--- src/rtl/debounce_pkg.sv ---
// Shared types and constants for the pushbutton debouncer.
//   state_e          : debounce FSM encoding (LOW, WAIT_HIGH, HIGH, WAIT_LOW)
//   MinStableCycles  : smallest legal STABLE_CYCLES value
package debounce_pkg;

  localparam int unsigned MinStableCycles = 2;

  typedef enum logic [1:0] {
    LOW       = 2'd0,
    WAIT_HIGH = 2'd1,
    HIGH      = 2'd2,
    WAIT_LOW  = 2'd3
  } state_e;

endpackage

--- src/rtl/sync2.sv ---
// Two-flop synchronizer for a single asynchronous level.
// Ports:
//   clk : clock
//   rst : synchronous active-high reset, clears both flops
//   d   : asynchronous input
//   q   : synchronized output (second flop)
module sync2 (
  input  logic clk,
  input  logic rst,
  input  logic d,
  output logic q
);

  logic meta_q;
  logic sync_q;

  always_ff @(posedge clk) begin
    if (rst) begin
      meta_q <= 1'b0;
      sync_q <= 1'b0;
    end else begin
      meta_q <= d;
      sync_q <= meta_q;
    end
  end

  assign q = sync_q;

endmodule

--- src/rtl/button_debounce.sv ---
// Pushbutton/switch debouncer. The output level only changes after the sampled
// input has held the new value for STABLE_CYCLES consecutive clock edges; any
// bounce during that window restarts the timing from scratch.
// Optional feature: define DEBOUNCE_SYNC_EN to place a two-flop synchronizer
// (sync2) in front of the FSM, adding two edges of latency.
// Ports:
//   clk      : system clock
//   rst      : synchronous active-high reset
//   in       : raw bouncing input level
//   level    : registered debounced level
//   settling : registered, high while a candidate transition is being timed
module button_debounce
  import debounce_pkg::*;
#(
  parameter int unsigned STABLE_CYCLES = 250000
) (
  input  logic clk,
  input  logic rst,
  input  logic in,
  output logic level,
  output logic settling
);

  localparam int unsigned CntW = $clog2(STABLE_CYCLES);
  localparam logic [CntW-1:0] CntLast = CntW'(STABLE_CYCLES - 1);

  if (STABLE_CYCLES < MinStableCycles) begin : g_bad_param
    $error("button_debounce: STABLE_CYCLES must be at least 2");
  end

  logic sample;

`ifdef DEBOUNCE_SYNC_EN
  sync2 u_sync2 (
    .clk (clk),
    .rst (rst),
    .d   (in),
    .q   (sample)
  );
`else
  assign sample = in;
`endif

  state_e          state_q, state_d;
  logic [CntW-1:0] cnt_q, cnt_d;
  logic            level_q, level_d;
  logic            settling_q, settling_d;

  always_ff @(posedge clk) begin
    if (rst) begin
      state_q    <= LOW;
      cnt_q      <= '0;
      level_q    <= 1'b0;
      settling_q <= 1'b0;
    end else begin
      state_q    <= state_d;
      cnt_q      <= cnt_d;
      level_q    <= level_d;
      settling_q <= settling_d;
    end
  end

  always_comb begin
    state_d = state_q;
    cnt_d   = cnt_q;
    level_d = level_q;

    unique case (state_q)
      LOW: begin
        if (sample) begin
          state_d = WAIT_HIGH;
          cnt_d   = CntW'(1);
        end
      end
      WAIT_HIGH: begin
        if (!sample) begin
          // A bounce discards all accumulated time.
          state_d = LOW;
          cnt_d   = '0;
        end else if (cnt_q == CntLast) begin
          state_d = HIGH;
          level_d = 1'b1;
          cnt_d   = '0;
        end else begin
          cnt_d = cnt_q + CntW'(1);
        end
      end
      HIGH: begin
        if (!sample) begin
          state_d = WAIT_LOW;
          cnt_d   = CntW'(1);
        end
      end
      WAIT_LOW: begin
        if (sample) begin
          state_d = HIGH;
          cnt_d   = '0;
        end else if (cnt_q == CntLast) begin
          state_d = LOW;
          level_d = 1'b0;
          cnt_d   = '0;
        end else begin
          cnt_d = cnt_q + CntW'(1);
        end
      end
      default: begin
        state_d = LOW;
        cnt_d   = '0;
        level_d = 1'b0;
      end
    endcase

    // Registered copy of "next state is a timing state" so settling tracks state_q.
    settling_d = (state_d == WAIT_HIGH) || (state_d == WAIT_LOW);
  end

  assign level    = level_q;
  assign settling = settling_q;

endmodule

--- config.mk ---
export PLATFORM = sky130hd
export DESIGN_NAME = button_debounce
export DESIGN_NICKNAME = d
export VERILOG_FILES = /design/src/rtl/debounce_pkg.sv /design/src/rtl/sync2.sv /design/src/rtl/button_debounce.sv
export SDC_FILE = /design/constraint.sdc
export NUM_CORES = 1
export LEC_CHECK = 0
export ABC_CLOCK_PERIOD_IN_PS = 2200
export BUFFER_PORTS_ARGS = -buffer_cell sky130_fd_sc_hd__buf_2
export CAP_MARGIN = 20
export CORE_AREA = 3 3 52 54
export CTS_CLUSTER_DIAMETER = 200
export DETAILED_ROUTE_END_ITERATION = 16
export DIE_AREA = 0 0 55 57
export PLACE_DENSITY = 0.73
export SLEW_MARGIN = 20
export SYNTH_ARGS = -nofsm -noshare
export SYNTH_HDL_FRONTEND = slang
export SYNTH_SLANG_ARGS = --single-unit
--- constraint.sdc ---
create_clock -name clk -period 2.2 [get_ports clk]
set_clock_uncertainty 0.2 [all_clocks]
set_input_delay 0 -clock clk [delete_from_list [all_inputs] [get_ports clk]]
set_output_delay 0 -clock clk [all_outputs]
set_load 0.02 [all_outputs]
# [Yosys cells after proc, flatten, opt, wreduce, memory -nomap -nowiden]
# Index checks and enable logic that the tools add are counted.
[op_classes] n_addsub=1 multipliers=0 n_div=0 order_cmp=0 n_eq_ne=12 n_shift=0 mux=18 n_bitwise=0 reduce_logical=5
[ops] cell="$mux 18" n=5
[ops] cell="$pmux 18 s4" n=1
[ops] cell="$add 18x1->18 const B" n=1
[ops] cell="$eq 18x18->1 const B" n=1
[ops] cell="$mux 2" n=6
[ops] cell="$ne 2x2->1 const B" n=6
[ops] cell="$pmux 2 s4" n=1
[ops] cell="$eq 2x2->1 const B" n=3
[ops] cell="$reduce_and 5->1" n=1
[ops] cell="$eq 2x1->1 const B" n=2
[ops] cell="$mux 1" n=4
[ops] cell="$logic_not 2->1" n=1
[ops] cell="$pmux 1 s2" n=1
[ops] cell="$reduce_and 2->1" n=1
[ops] cell="$reduce_bool 2->1" n=1
[ops] cell="$logic_or 1x1->1" n=1
[word_totals] reg_bits=22 latch_bits=0 ramBits=0 romBits=0 output_inout_bits=2 word_cells=40 memories=0

# [Longest topological paths before layout]
[logic_depth] ltp_word=6 ltp_mapped=6

# [Worst setup path before layout]
# OpenSTA, ideal clock, no wires.
[synth_path] path_type="register to register" from="register state_q[0]" to="register cnt_q[12]" arrival_time_ps=1752 slack_ps=152 stages_incl_launch_ff=7 synth_period_minus_slack_ps=2048 cell_sequence="dfxtp_1 > clkbuf_1 > inv_1 > nor2_1 > o21ai_0 > buf_2 > a221oi_1"
[synth_via] elab_chain_len=3
[synth_rtl] element="start: declaration" line_no="button_debounce.sv:44" source="state_e state_q, state_d;"
[synth_rtl] element="start signal: assignment" line_no="button_debounce.sv:56" source="state_q <= state_d;"
[synth_rtl] element="$eq 2x2->1 or $logic_not 2->1 (tied branches)" line_no="button_debounce.sv:68" source="unique case (state_q)"
[synth_rtl] element="$ne 2x2->1 (no line)"
[synth_rtl] element="$reduce_and 2->1 (no line)"
[synth_rtl] element="end signal: assignment" line_no="button_debounce.sv:57" source="cnt_q <= cnt_d;"
[synth_rtl] element="end: declaration" line_no="button_debounce.sv:45" source="logic [CntW-1:0] cnt_q, cnt_d;"
# Several ways; a longest one is shown, not always the timed one.
# A chain may end at the register's enable or synchronous reset.

# [Worst setup path after layout]
[layout_path] from="register cnt_q[0]" to="register cnt_q[8]"
[layout_via] elab_chain_len=4
[layout_rtl] element="$add 18x1->18 or $eq 18x18->1 (tied branches)"
[layout_rtl] element="$mux 18 (*)" line_no="button_debounce.sv:80, button_debounce.sv:98"
[layout_rtl] element="$mux 18, on equally long branches" line_no="button_debounce.sv:95, button_debounce.sv:76"
[layout_rtl] element="$pmux 18 s4 (*)" line_no="button_debounce.sv:68"
# Every way passes the cells marked *; elsewhere a longest branch is shown, timed or not.

==> run metrics <==
status=complete, no violations; root buffer selected by CTS=sky130_fd_sc_hd__clkbuf_4; kind of critical path=reg -> reg; portion of the post-synthesis area used by sequential elements=34.0%; number of endpoints with negative hold slack in the final report=0; length of routed wiring on met1=1.40 mm; share of power burned in registers=61.5%; leading cell type by number of instances after synthesis=sky130_fd_sc_hd__dfxtp_1; Net Count, Synth=146; fraction of the mapped netlist area in compound gates=28.4%; dominant combinational cell family by area after synthesis=compound AO/OA/AOI/OAI gates; P_sw=0.164 mW; placed instance area=1310 um^2; antenna violations before repair=0; Clock transition at path regs=110 ps; Power Density=465 nW/um^2; FF-to-FF setup slack=120 ps; Max-slew headroom=55.7%; final net count=157; # H-tree levels=1; Area growth syn-to-layout=11.4%; Initial Utilization=54.8%; top post-synthesis cells by count=sky130_fd_sc_hd__dfxtp_1 (21), sky130_fd_sc_hd__nand2_1 (10), sky130_fd_sc_hd__nand3_1 (7), sky130_fd_sc_hd__or4_1 (7); Setup-failing EPs final=0; Routed WL per cell=17.1 um; hold-critical path depth=2; horizontal die dimension=55 um; fin crit share=94.5%; number of vias per cell=6.71; Post-Syn Area=1230 um^2; max-cap violations=0; critical path peak fanout=7; share of final-layout standard cells stronger than drive strength 1=16.4%; largest voltage drop on the vdd net=0.399 mV; Rows=17; die height=57 um; Peak Freq=481 MHz; Switching Share=25.5%; share of synthesized flip-flops with an asynchronous set or reset=0%; DP HPWL=2.17 mm; unrepaired setup endpoints after global routing=false; ANT nets after route=0; global-route wire length before repair=5.15 mm; prevailing post-synth register cell=sky130_fd_sc_hd__dfxtp_1; First DRT Iteration DRCs=43; critical path endpoint category=register; count of different cell masters after synthesis=41; portion of total power attributed to the clock network=29.3%; Period minus WS final=2080 ps; residual DRC count=0; Synth area leaders=sky130_fd_sc_hd__dfxtp_1 (34%), sky130_fd_sc_hd__or4_1 (4.3%), sky130_fd_sc_hd__a221oi_1 (4.3%), sky130_fd_sc_hd__o31ai_1 (3.6%), sky130_fd_sc_hd__a211oi_1 (3.0%); Layout Cell Area excl Fill=1380 um^2; Clock Sinks=21; drt total wl=3.08 mm; top routing layer used=met4; simple-gate share of the synthesized area=27.7%; first-pass iteration count of the detailed router=4; Combinational Power Share=9.3%; overflow left after global routing=0; post-synthesis cell type with the largest combined area=sky130_fd_sc_hd__dfxtp_1; total of buffers placed on input and output ports=4; number of global-route vias before repair=1,077; largest net degree at the start of global routing=25; I/O pins=5; fraction of synthesized cell area taken by the top area cell type=34.0%; fraction of synthesized area in multiplexers=0%; final design utilization=61.0%; internal power=0.477 mW; transition time of the tightest slew-check pin=660 ps; clock latency on the worst-skew pair=300 ps; ant diodes=0; endpoint of the worst register-to-register path=cnt_q[8]$_SDFFE_PP0P_; number of enable-type register cells in the synthesized netlist=0; min setup slack post-route=122 ps; number of synthesized register bits=21; Post-Synthesis Cells=142; required time at the endpoint of the critical path=2220 ps; Post-Synth XOR/XNOR Area=4.86%; worst r2r path cells=5; global-route usage over all layers=22.0%; Num CTS Buffers=3; adder and majority gate portion of the synthesized area=1.01%; source of the worst register-to-register timing path=cnt_q[0]$_SDFFE_PP0P_; WL met3=127 um; setup bufs post-CTS=0; Worst Hold Class=reg -> reg; Max Root-Sink Buffers=2; placer congestion estimate=0.888; startpoint type of the worst setup path=register; Worst Path Arrival=2100 ps; number of synthesis warnings=0; capture endpoint of the worst hold path=cnt_q[16]$_SDFFE_PP0P_; amount of wire on met2 after detailed routing=1.49 mm; CTS tree=built; synthesized area per cell=8.70 um^2; Die Footprint=3140 um^2; total core area=2250 um^2; startpoint of the most critical hold path=cnt_q[16]$_SDFFE_PP0P_; leakage=0.384 nW; worst setup slack before clock tree synthesis=93.1 ps; total negative slack=0 ps; final count of pins violating max slew=0; Pwr Total=0.640 mW; number of vias after detailed routing=1,208
state kept, by name, summed over array words and instances, names as in the netlist:
name,count
cnt_q,18
level,1
state_q,2
power by group through the flow:
stage	clock, mW	combinational (mW)	sequential, mW
floorplan	0	0.0326	0.404
global placement	0	0.0543	0.402
detailed placement	0	0.0547	0.402
CTS	0.192	0.0577	0.393
global route	0.211	0.0652	0.395
finish	0.187	0.0593	0.394
timing repair:
action / in CTS / in global routing
resized for setup: 0 / 5
endpoints found under the setup margin: 0 / 10
hold buffers: 2 / 0
hold endpoints to repair: 19 / 0
how the worst max path moves through the flow:
stage / cells past startpoint / endpoint / slack, ps / startpoint
final: 5 / cnt_q[8]$_SDFFE_PP0P_ / 120 / cnt_q[0]$_SDFFE_PP0P_
after global routing: 4 / cnt_q[17]$_SDFFE_PP0P_ / 20 / cnt_q[10]$_SDFFE_PP0P_
after CTS: 4 / cnt_q[17]$_SDFFE_PP0P_ / 40 / state_q[1]$_SDFF_PP0_
after detailed placement: 4 / cnt_q[17]$_SDFFE_PP0P_ / 90 / state_q[1]$_SDFF_PP0_
after global placement: 5 / cnt_q[8]$_SDFFE_PP0P_ / 150 / cnt_q[0]$_SDFFE_PP0P_
after floorplan: 6 / cnt_q[12]$_SDFFE_PP0P_ / 150 / state_q[0]$_SDFF_PP0_
final cells by class:
cell class	count	area [um^2]
clock buffer	4	26.3
fill	223	878
timing repair buffer	14	100
multi-input combinational	110	782
sequential	21	422
tap	28	35.0
inverter	3	11.3
cells by family after synthesis:
family	count (synthesis)
xor+xnor	6
buf+inv	11
compound gates	44
simple gates	59
fa+ha+maj	1
flops	21
placed cells by master, fill, tap and decap left out, drive strengths merged, types with 5 or more instances in the layout:
master	Yosys	routed
a211oi	5	5
or4	7	7
buf	2	12
nand2	10	10
o21ai	5	5
o31ai	6	6
a221oi	8	8
nand3	7	7
nor3	5	5
nand4	6	6
nor2	6	6
dfxtp	21	21
per-stage QoR:
stage / hold WS [ps] / std cells
6_report: 337 / 180
5_1_grt: 358 / 180
3_5_place_dp: 237 / 174
4_1_cts: 342 / 180
2_1_floorplan: -109 / 142
3_3_place_gp: 236 / 174
critical path: stages, from the launching register on:
cell and delay, ps:
sky130_fd_sc_hd__dfxtp_1 460, sky130_fd_sc_hd__ha_2 280, sky130_fd_sc_hd__and3_1 210, sky130_fd_sc_hd__o2111ai_1 200
sky130_fd_sc_hd__or3_1 400, sky130_fd_sc_hd__a221oi_1 250
layer usage:
layer,global-route usage [%],vias to the layer above
met4,9.38,0
met5,0,-
li1,-,588
met3,3.39,6
met2,33.1,32
met1,30.7,582
(Power assumes the default switching activity.)
